**src/rtl/axis_decimator.sv**
```systemverilog
`default_nettype none
// ============================================================================
//  Module   : axis_decimator
//  Purpose  : AXI-Stream block-averaging decimator (mean of 2^R samples),
//             with one-cycle pass-through when disabled.
//  Revision : 1.0 - initial release
// ============================================================================
module axis_decimator #(
   parameter int AXIS_TDATA_WIDTH = 16,
   parameter int MAX_LOG2_RATE    = 8
) (
   input  logic                        aclk,
   input  logic                        aresetn,
   input  logic                        enable,
   input  logic [3:0]                  log2_rate,
   input  logic                        S_AXIS_tvalid,
   input  logic [AXIS_TDATA_WIDTH-1:0] S_AXIS_tdata,
   output logic                        S_AXIS_tready,
   input  logic                        M_AXIS_tready,
   output logic                        M_AXIS_tvalid,
   output logic [AXIS_TDATA_WIDTH-1:0] M_AXIS_tdata
);

   localparam int c_ACC_W = AXIS_TDATA_WIDTH + MAX_LOG2_RATE;
   localparam int c_CNT_W = MAX_LOG2_RATE + 1;

   logic signed [c_ACC_W-1:0]          acc_q, acc_d;
   logic [c_CNT_W-1:0]                 cnt_q, cnt_d;
   logic [3:0]                         rate_q, rate_d;
   logic [AXIS_TDATA_WIDTH-1:0]        out_data_q, out_data_d;
   logic                               out_valid_q, out_valid_d;

   logic [3:0]                         eff_rate;
   logic [3:0]                         rate_use;
   logic [c_CNT_W-1:0]                 cnt_last;
   logic signed [c_ACC_W-1:0]          base;
   logic signed [c_ACC_W-1:0]          sum;
   logic [AXIS_TDATA_WIDTH-1:0]        mean;
   logic                               block_start;
   logic                               block_done;
   logic                               accept;
   logic                               xfer;

   assign S_AXIS_tready = aresetn & (~out_valid_q | M_AXIS_tready);
   assign M_AXIS_tvalid = out_valid_q;
   assign M_AXIS_tdata  = out_data_q;

   assign accept = S_AXIS_tvalid & S_AXIS_tready;
   assign xfer   = out_valid_q & M_AXIS_tready;

   assign eff_rate    = !enable ? 4'd0 :
                        (int'(log2_rate) > MAX_LOG2_RATE) ? 4'(MAX_LOG2_RATE) : log2_rate;
   assign block_start = (cnt_q == '0);
   // The rate is latched at block start so mid-block changes apply to the next block.
   assign rate_use    = block_start ? eff_rate : rate_q;
   assign cnt_last    = (c_CNT_W'(1) << rate_use) - c_CNT_W'(1);
   assign block_done  = (cnt_q == cnt_last);
   assign base        = block_start ? '0 : acc_q;
   assign sum         = base + {{MAX_LOG2_RATE{S_AXIS_tdata[AXIS_TDATA_WIDTH-1]}}, S_AXIS_tdata};
   assign mean        = AXIS_TDATA_WIDTH'(sum >>> rate_use);

   always_comb begin
      acc_d       = acc_q;
      cnt_d       = cnt_q;
      rate_d      = rate_q;
      out_data_d  = out_data_q;
      out_valid_d = out_valid_q;

      if (xfer) begin
         out_valid_d = 1'b0;
      end

      if (accept) begin
         if (block_start) begin
            rate_d = eff_rate;
         end
         if (block_done) begin
            out_data_d  = mean;
            out_valid_d = 1'b1;
            cnt_d       = '0;
         end else begin
            acc_d = sum;
            cnt_d = cnt_q + c_CNT_W'(1);
         end
      end
   end

   always_ff @(posedge aclk or negedge aresetn) begin
      if (!aresetn) begin
         acc_q       <= '0;
         cnt_q       <= '0;
         rate_q      <= '0;
         out_data_q  <= '0;
         out_valid_q <= 1'b0;
      end else begin
         acc_q       <= acc_d;
         cnt_q       <= cnt_d;
         rate_q      <= rate_d;
         out_data_q  <= out_data_d;
         out_valid_q <= out_valid_d;
      end
   end

endmodule
`default_nettype wire

```
**config.mk**
```make
export PLATFORM = sky130hd
export DESIGN_NAME = axis_decimator
export DESIGN_NICKNAME = d
export VERILOG_FILES = /design/src/rtl/axis_decimator.sv
export SDC_FILE = /design/constraint.sdc
export NUM_CORES = 1
export LEC_CHECK = 0
export CAP_MARGIN = 20
export CORE_MARGIN = 2
export CORE_UTILIZATION = 35
export CTS_CLUSTER_DIAMETER = 200
export DETAILED_ROUTE_END_ITERATION = 12
export HOLD_SLACK_MARGIN = 0.03
export SETUP_SLACK_MARGIN = 0.1
export SYNTH_ARGS = -nofsm -noshare
export SYNTH_HDL_FRONTEND = slang
export SYNTH_SLANG_ARGS = --single-unit
```
**constraint.sdc**
```tcl
create_clock -name aclk -period 6.35 [get_ports aclk]
set_input_delay 1.27 -clock aclk [delete_from_list [all_inputs] [get_ports aclk]]
set_output_delay 1.27 -clock aclk [all_outputs]
set_load 0.03 [all_outputs]
```
# Word level (Yosys, flattened, before mapping)
# Index checks and enable logic that the tools add are counted.
dict set report classes {
  add_sub_neg 3
  n_lt_le_gt_ge 1
  n_eq_ne 1
  n_shift 2
  n_mux 8
  n_bitwise 6
  reduce_logical 3
}
# cell n
set op_table {}
lappend op_table {{$add A24 B24 Y24} 1}
lappend op_table {{$mux W24} 1}
lappend op_table {{$sshr A24 B4 Y16} 1}
lappend op_table {{$mux W4} 3}
lappend op_table {{$add A9 B1 Y9 const B} 1}
lappend op_table {{$eq A9 B9 Y1} 1}
lappend op_table {{$logic_not A9 Y1} 1}
lappend op_table {{$mux W9} 1}
lappend op_table {{$shl A1 B4 Y9 const A} 1}
lappend op_table {{$sub A9 B2 Y9 const B} 1}
lappend op_table {{$gt A4 B4 Y1 const B} 1}
lappend op_table {{$reduce_and A2 Y1} 2}
lappend op_table {{$and A1 B1 Y1} 3}
lappend op_table {{$mux W1} 3}
lappend op_table {{$not A1 Y1} 2}
lappend op_table {{$or A1 B1 Y1} 1}
dict set report word_totals {
  regBits 54
  input_bits 25
  output_inout_bits 18
  elab_cells 29
}

# Depth between registers and ports, before layout
# Gate-level depths: netlist of the first run.
dict set report logic_depth {
  word_depth 9
  depth_mapped 20
  mapped_depth_nobuf 17
}

# Worst setup path after synthesis of the first run
# OpenSTA, ideal clock, no wires.
dict set report synth_timing {
  path_kind {register to register}
  startpoint {reg cnt_q[0]}
  endpoint {reg out_data_q[13], in the netlist M_AXIS_tdata[13]}
  setup_ps 96
  arrival_time_ps 4426
  required_ps 6254
  path_slack_ps 1829
  stages_incl_launch_ff 20
  path_buffers 4
  synth_period_minus_slack_ps 4521
  cell_sequence {dfrtp_1 inv_1 ha_1 nor4b_1 nand2_1 buf_2 clkbuf_1 clkbuf_1 and2_1 ha_1 clkbuf_1 a21o_1 a221o_1 a211o_1 a21oi_1 xnor2_1 o22ai_1 a211o_1 mux2_2 a311oi_2}
}
dict set report synth_via {
  elab_chain_len 6
  elab_cells_between_ends 9
  classes_between {2 x add/sub; 1 x eq/ne; 2 x shift; 2 x mux; 2 x reduce/logical}
}
# item line
set synth_rtl {}
lappend synth_rtl {{from (decl)} 28} ;# logic [c_CNT_W-1:0] cnt_q, cnt_d;
lappend synth_rtl {{from (signal assigned)} 97} ;# cnt_q <= cnt_d;
lappend synth_rtl {{branches (longest 6 deep; another with $add A24 B24 Y24)} n/a}
lappend synth_rtl {{to (signal assigned)} 99} ;# out_data_q <= out_data_d;
lappend synth_rtl {{to (decl)} 30} ;# logic [AXIS_TDATA_WIDTH-1:0] out_data_q, out_data_d;
# Parallel ways; which one is timed is not known.
# A chain may end at the register's enable or synchronous reset.

# Worst setup path in the final report of the first run
dict set report layout_timing {
  startpoint {in enable}
  endpoint {reg acc_q[0]}
}
dict set report layout_via {
  elab_chain_len 7
}
# item line
set layout_rtl {}
lappend layout_rtl {{from (decl)} 14} ;# input logic enable,
lappend layout_rtl {{$mux W4} 51} ;# assign eff_rate = !enable ? 4'd0 :
lappend layout_rtl {{$mux W4} n/a}
lappend layout_rtl {{$shl A1 B4 Y9} 56} ;# assign cnt_last = (c_CNT_W'(1) << rate_use) - c_CNT_W'(1);
lappend layout_rtl {{$sub A9 B2 Y9} 56}
lappend layout_rtl {{$eq A9 B9 Y1} 57} ;# assign block_done = (cnt_q == cnt_last);
lappend layout_rtl {{$not A1 Y1 (no line)} n/a}
lappend layout_rtl {{$reduce_and A2 Y1 (no line)} n/a}
lappend layout_rtl {{to (signal assigned)} 90} ;# acc_q <= '0;
lappend layout_rtl {{to (signal assigned)} 96} ;# acc_q <= acc_d;
lappend layout_rtl {{to (decl)} 27} ;# logic signed [c_ACC_W-1:0] acc_q, acc_d;
# No other way between the ends.

==> out/results.txt, run 1 <==
For the initial antenna violation count, the log shows 0. The cell sitting at the root of the clock tree is a clkbuf_16. The synthesized-area fraction occupied by ao, oa, aoi and oai cells was 0.2783; the number of max-cap violations was 0. The floorplan step defined a die boundary enclosing 0.01653 mm^2. Port buffering added 42 buffers.

Summed over all cells, the static leakage comes to 2.414 nW. 43 I/O pins were placed. TritonCTS built the clock tree.

The logs give 193.8 MHz for the timing-limited maximum frequency and 6540 ps for the data required time of the worst path. The effective utilization at floorplan is 0.3573, and the iteration-0 DRC count of the detailed router is 462. In this run, synthesis produced a sequential element count of 54. Measured along the x axis, the die boundary spans 128.6 um.

Setup repair after global routing left no endpoint under its margin. The logs give 0 for the number of inserted diodes and 0 for the number of setup buffers added after CTS. The dominant register cell in the synthesized netlist is dfrtp_1. For this design the ratio of total power to cell area is 540.7 mW/mm^2.

The number of endpoints with negative hold slack in the final report was 0; the share of cells above drive strength 1 was 0.09745. The number of rows in the core area was 45. Shortest period the worst path allows: 5160 ps. The adder and majority cell fraction of the synthesized area is 0.06358, and the mean instance size in the synthesized netlist is 8.395 um^2. The depth of the CTS H-tree came out at 2. Before antenna repair, the detailed router went through 5 iterations. The via count of the first global-routing pass was 5079; the area share of and/or/nand/nor cells after synthesis was 0.2076. At the later pin of the worst-skew pair, clock insertion delay measures 310 ps. The final cycle utilization of the critical path was 0.8125; the pin count of the biggest net entering global routing was 55. Dividing the detail-routed via count by the number of cells gives 6.025.

The startpoint identified for the worst hold timing path is M_AXIS_tdata[11]$_DFFE_PN0P_. The endpoint class of the critical path was a register. Setup violations remaining at the end of the flow were counted as 0. At the pin with the least slew margin, the transition time is 846.6 ps.

The final routed wire length divided by cell count is 18.24 um. Leaving out fill and tap cells, the most frequent cells in the layout are 76 x nand2_1, 54 x dfrtp_1, 49 x nor2_1, 49 x a21oi_1, 46 x o21ai_0. The endpoint of the worst hold-timing path was M_AXIS_tdata[11]$_DFFE_PN0P_. TritonCTS created 5 clock buffers. The wire length of the first global-routing pass is 25.72 mm, and the max-slew violation count is 0. Clock net sink count: 54. The run finished with clean final reports.

For the post-detailed-routing wire length, the log shows 15.60 mm. Overall overflow remaining after global route: 0. After clock tree synthesis, the flow added hold-fix buffers numbering 0. The overall die height came out at 128.6 um. For this run, the post-layout net count is 718. The summed negative setup slack over all endpoints was 0 ps; the worst hold slack after final layout was 491.4 ps.

The commonest non-fill, non-tap cell in the layout was nand2_1. The logs give 647 for the synthesized netlist cell count and 0 for the remaining antenna violation count. The core region is 0.01520 mm^2. The synthesis-to-finish area growth was 12.12%; the number of enable-type register cells in the synthesized netlist was 0. Startpoint of the worst register-to-register path: cnt_q[0]$_DFFE_PN0P_. The count of yosys warnings during synthesis came out at 0. The congestion estimate from routability-driven global placement came to 0.9153. The post-cts gate resize count was 0; the share of flip-flops with an asynchronous set or reset was 1.000. For this run, design rule violations remaining after detail routing come to 0.

The worst setup skew after layout was 11.46 ps; the number of nets produced by synthesis was 699. The dominant combinational cell family by area after synthesis was compound AO/OA/AOI/OAI gates. For the post-synthesis cell area, the log shows 0.005431 mm^2. By startpoint and endpoint, the worst setup path is classified as in2reg.

For the overall track demand over capacity in global routing, the log shows 0.1935. In this run the critical register-to-register path is captured at M_AXIS_tdata[13]$_DFFE_PN0P_. The placement-stage worst setup slack came out at 877.8 ps. The HPWL after detailed placement was 11.74 mm; the post-synthesis mux area share was 0.1207. The xor/xnor share of the synthesized area was 0.03709; the worst voltage drop across the vdd grid was 0.0002716 V. The logs give 0.2488 for the sequential fraction of the synthesis area and 1520 ps for the flop-to-flop setup slack. No sink is reached through more buffers than the 2 on the longest clock path.

The worst path meets setup with 1190 ps of slack. Data arrives at the worst endpoint at 5350 ps. The register clock-pin slew on the reported worst setup and hold paths came out at 80 ps. The routed layout has 5151 vias. Along the worst hold path, the cell count comes to 2.

The path class of the tightest hold or removal check is reg2reg. The worst max-slew margin expressed relative to the limit was 0.4318; the largest fanout of any net on the critical path was 19. The final standard cell utilization of the core is 0.4006. In this run, distinct cell masters in the synthesized netlist total 76. Kind of start point of the critical path: a primary input. The depth of the worst register-to-register path is 17.
-- Yosys cell counts, types with 16 or more instances --
library cell,instances,area share
nand2_1,76,0.053
dfrtp_1,54,0.25
a21oi_1,49,0.045
nor2_1,49,0.034
o21ai_0,46,0.042
ha_1,26,0.060
and2_1,25,0.029
mux2i_1,22,0.041
mux2_4,20,0.055
clkbuf_1,19,0.013
o211ai_1,16,0.022
xnor2_1,16,0.026
-- metrics by stage --
stage               instance area [um^2]  total power, mW  instances
detailed placement                  5942            2.954        846
global placement                    5942            2.925        846
global route                        6090            3.556        855
floorplan                           5431            2.334        647
CTS                                 6085            3.257        854
finish                              6090            3.292        855
-- state kept, by name, indices dropped and copies added, names as in the netlist --
| signal | cells |
|---|---|
| acc_q | 24 |
| M_AXIS_tdata | 16 |
| cnt_q | 9 |
| rate_q | 4 |
| M_AXIS_tvalid | 1 |
-- where the power goes --
part	switching, mW	internal (mW)	total [mW]
Clock	0.143	0.147	0.290
Sequential	0.103	0.476	0.579
Combinational	1.45	0.968	2.42
-- cell families after synthesis --
kind of cell	count (synthesis)
fa+ha+maj	27
xor+xnor	23
buf+inv	46
flops	54
compound gates	223
mux	51
simple gates	223
-- worst max path at each step --
| stage | start | endpoint | cells after the start |
|---|---|---|---|
| after floorplan | cnt_q[0]$_DFFE_PN0P_ | M_AXIS_tdata[13]$_DFFE_PN0P_ | 19 |
| after global placement | enable | acc_q[0]$_DFFE_PN0P_ | 16 |
| after detailed placement | enable | acc_q[0]$_DFFE_PN0P_ | 16 |
| after CTS | enable | acc_q[0]$_DFFE_PN0P_ | 16 |
| after global routing | enable | M_AXIS_tdata[1]$_DFFE_PN0P_ | 15 |
| final | enable | acc_q[0]$_DFFE_PN0P_ | 16 |
-- metal layers --
| layer | vias to the layer above | GRT usage | wire length, um |
|---|---|---|---|
| li1 | 2479 | - | - |
| met1 | 2445 | 0.2563 | 6938 |
| met3 | 30 | 0.03451 | 894 |
| met2 | 197 | 0.3195 | 7315 |
| met5 | - | 0 | 0 |
| met4 | 0 | 0.06777 | 450 |
-- worst max-delay path, cell delays in order --
cell             delay [ps]
clkdlybuf4s50_1         510
nor2b_1                 210
and2_1                  200
mux2_2                  420
nor2_1                  250
nand2_1                 100
ha_1                    340
nand2b_1                210
a311oi_1                280
a31oi_1                  70
a21oi_1                 200
xnor2_1                  80
and4_4                  210
nor2_4                  370
buf_12                  250
mux2_2                  350
-- cell type report --
cell class                 instances  area [um^2]
timing repair buffer              51        493.0
multi-input combinational        547         3841
sequential                        54         1351
tap                              188        235.2
inverter                           7        26.28
fill                            1571         9112
clock buffer                       6        128.9
clock inverter                     2        13.76
(Power assumes the default switching activity.)
==> run 2, diff against run 1 <==
==> constraint.sdc (replaced) <==
create_clock -name aclk -period 4.8 [get_ports aclk]
set_input_delay 0.96 -clock aclk [delete_from_list [all_inputs] [get_ports aclk]]
set_output_delay 0.96 -clock aclk [all_outputs]
set_load 0.03 [all_outputs]
==> run 2 against run 1 <==
Core utilization rose by 1.4 points. Setup slack got worse by 800 ps. Total power rose by 36%. Clock-buffer cell count fell by 1. Final cell count rose by 2.3%. Combinational power rose by 39%. Critical path depth did not move. Wire length rose by 1.9%. Sequential power rose by 29%. Register-to-register slack got worse by 1100 ps. Critical path type is now reg2reg. Critical endpoint is now M_AXIS_tdata[2]$_DFFE_PN0P_. Largest power group unchanged.
==> out/results.txt, run 2 (same netlist as run 1, synthesis figures left out) <==
The top cell types in the final layout, fill and taps aside, are 75 x nand2_1, 54 x dfrtp_1, 49 x nor2_1, 49 x a21oi_1, 46 x o21ai_0. The number of buffer and inverter stages on the critical path works out to 1 (-1). The tools report the maximum buffer depth of the clock tree as 2 (unchanged).

The worst setup path is of the reg2reg kind. For the number of endpoints with negative hold slack in the final report, the log shows 0 (unchanged). The cell-internal power was 2.238 mW (+41%); the post-detailed-routing wire length was 15.89 mm (+1.9%).

Largest fanout of any net on the critical path: 6 (-13). The area of the core region was 0.01520 mm^2 (unchanged); the synthesis-to-finish area growth was 16.08%. The run gives 2 (unchanged) as the depth of the CTS H-tree.

The tools report the timing-limited maximum frequency as 226.6 MHz. The overall track demand over capacity in global routing is 0.1955 (+0.001990), and the final cycle utilization of the critical path is 0.9194. The run finished with clean final reports. Leaving out fill and tap cells, the most frequent cell in the layout is nand2_1.

Static leakage: 2.537 nW (+5.1%). The worst setup path is captured at a register. The transition time at the pin with the least slew margin was 787.0 ps (-59.59 ps).

The run gives 498.2 ps (+6.836 ps) as the worst hold slack after final layout. The net switching power was 2.250 mW (+32%); the number of detailed-route iterations in the first pass was 5 (unchanged). The overall die height is 128.6 um (unchanged), and the share of power burned in the clock network is 0.084 (-0.004).

The tools report the remaining routing DRC violations as 0 (unchanged). The pin count of the biggest net entering global routing was 55 (unchanged); the horizontal die dimension was 128.6 um (unchanged). The flip-flop count of the largest register, all copies and words added is 24 (unchanged). Share of cells above drive strength 1: 0.1325 (+0.03501).

The logs give 0.0003501 V (+29%) for the worst voltage drop across the vdd grid and 1523 (-3.1%) for the number of filler cells placed in the layout. The number of rows in the core area is 45 (unchanged). The remaining antenna violation count came out at 0 (unchanged). The final routed wire length divided by cell count is 18.16 um (-0.44%), and the number of inserted diodes is 0 (unchanged). The run gives 43 (unchanged) as the number of top-level design ports.

The run gives 5000 ps (-1540 ps) as the data required time of the worst path. Setup repair after global routing left no endpoint under its margin. Among all stages on the critical path, the largest delay is contributed by fa_1. The detail-routed via count per cell was 6.008 (-0.27%). The wire length of the first global-routing pass was 26.03 mm (+1.2%). TritonCTS built the clock tree. The total power divided by cell area was 711.8 mW/mm^2 (+32%). The critical path goes through inv_1 -> ha_1 -> nor4b_4 -> nand2_2 -> and2_1 -> ha_1 -> fa_1 -> a211o_1 -> a21o_1 -> a2111oi_0 -> and4b_1 -> o2bb2ai_1 -> a221o_1 -> mux2i_1 -> o211ai_1 -> o21a_1.

The summed negative setup slack over all endpoints came out at 0 ps (unchanged). The maximum single-stage delay on the critical path came out at 440 ps (-70 ps). The tools report the part of the total power dissipated in sequential elements as 0.167 (-0.009). The buffer cell driving the clock tree root is clkbuf_16.

The global placer's final weighted congestion was 0.9935 (+8.5%). The initial antenna violation count was 0 (unchanged). Worst max-slew margin expressed relative to the limit: 0.4718 (+0.03999). The net switching fraction of the power works out to 0.5014 (-0.01520). Kind of start point of the critical path: a register. The most frequent cell on the critical path was ha_1. The run gives 0 (unchanged) as the max-slew violation count. The worst endpoint data arrival time came out at 4620 ps (-730 ps).

Subtracting the final worst setup slack from the clock period gives 4413 ps. The insertion delay of the later-clocked pin in the worst-skew pair was 310 ps (about the same); the register clock-pin slew on the reported worst setup and hold paths was 70 ps (about the same). The total number of vias was 5257 (+2.1%); the number of port buffers was 42 (unchanged). The register bank with the most flops is acc_q. For the net total in the final layout, the log shows 739 (+2.9%). The min-delay analysis places its worst path in the category reg2reg. The clock net sink count is 54 (unchanged), and the effective utilization at floorplan is 0.3573 (unchanged).

For the iteration-0 DRC count of the detailed router, the log shows 456 (-1.3%). The final setup violation count was 0 (unchanged). For the portion of total power attributed to combinational logic, the log shows 0.749 (+0.013).

For the via count of the first global-routing pass, the log shows 5135 (+1.1%). Kind of cell adding the most delay to the critical path: compound AO/OA/AOI/OAI gates. The worst setup skew after layout is 7.176 ps (-4.286 ps), and the overall die area is 0.01653 mm^2 (unchanged). The HPWL after detailed placement was 12.06 mm (+2.8%). The overall overflow remaining after global route was 0 (unchanged); the number of max-cap violations was 0 (unchanged). The number of buffers created by CTS was 5 (unchanged).
==> run 2: per-layer routing <==
layer / wire (um) / vias up / GRT usage
met2: 7745 / 180 / 0.3411
met4: 327 / 0 / 0.05371
met5: 0 / - / 0
li1: - / 2510 / -
met3: 818 / 23 / 0.03077
met1: 7003 / 2544 / 0.2522
==> run 2: repair_timing <==
item / 4_1_cts / 5_1_grt
hold buffers: 0 / 0
endpoints found under the setup margin: 0 / 16
buffers inserted: 0 / 3
gates resized for setup: 0 / 7
==> run 2: final cells by class <==
type                    instances  area (um^2)  area share
clock buffers                   5        125.1     0.01985
multi-input cells             547         3875      0.6146
well taps                     188        235.2     0.03731
repair buffers                 72        678.2      0.1076
flip-flops and latches         54         1351      0.2143
inverters                       7        26.28    0.004167
clock inverters                 2        13.76    0.002183
==> run 2: per-stage QoR <==
step | area, um^2 | util | setup slack (ps) | std cells | power [mW]
final | 6305 | 0.4147 | 386.8 | 875 | 4.488
after global routing | 6305 | 0.4147 | 119.8 | 875 | 4.848
after CTS | 6236 | 0.4102 | 152.2 | 872 | 4.437
after detailed placement | 6097 | 0.4011 | 65.82 | 865 | 4.029
after global placement | 6097 | 0.4011 | 130.2 | 865 | 4.004
after floorplan | 5431 | - | 278.7 | 647 | 3.088
==> run 2: power by group through the flow <==
stage,Combinational [mW],Sequential (mW),Clock (mW)
final,3.36,0.748,0.377
after global routing,3.67,0.773,0.404
after detailed placement,3.28,0.750,0
after CTS,3.31,0.744,0.386
after floorplan,2.28,0.806,0
after global placement,3.26,0.748,0
==> run 2: final timing paths <==
kind                                               end  cells past startpoint  slack (ps)                   startpoint
hold reg to reg            M_AXIS_tdata[2]$_DFFE_PN0P_                      1         500  M_AXIS_tdata[2]$_DFFE_PN0P_
max in group asynchronous  M_AXIS_tdata[3]$_DFFE_PN0P_                      2        3460                      aresetn
setup / recovery           M_AXIS_tdata[2]$_DFFE_PN0P_                     16         390         cnt_q[0]$_DFFE_PN0P_
hold / removal             M_AXIS_tdata[2]$_DFFE_PN0P_                      1         500  M_AXIS_tdata[2]$_DFFE_PN0P_
min in group asynchronous        acc_q[21]$_DFFE_PN0P_                      2         850                      aresetn
setup reg to reg           M_AXIS_tdata[2]$_DFFE_PN0P_                     16         390         cnt_q[0]$_DFFE_PN0P_
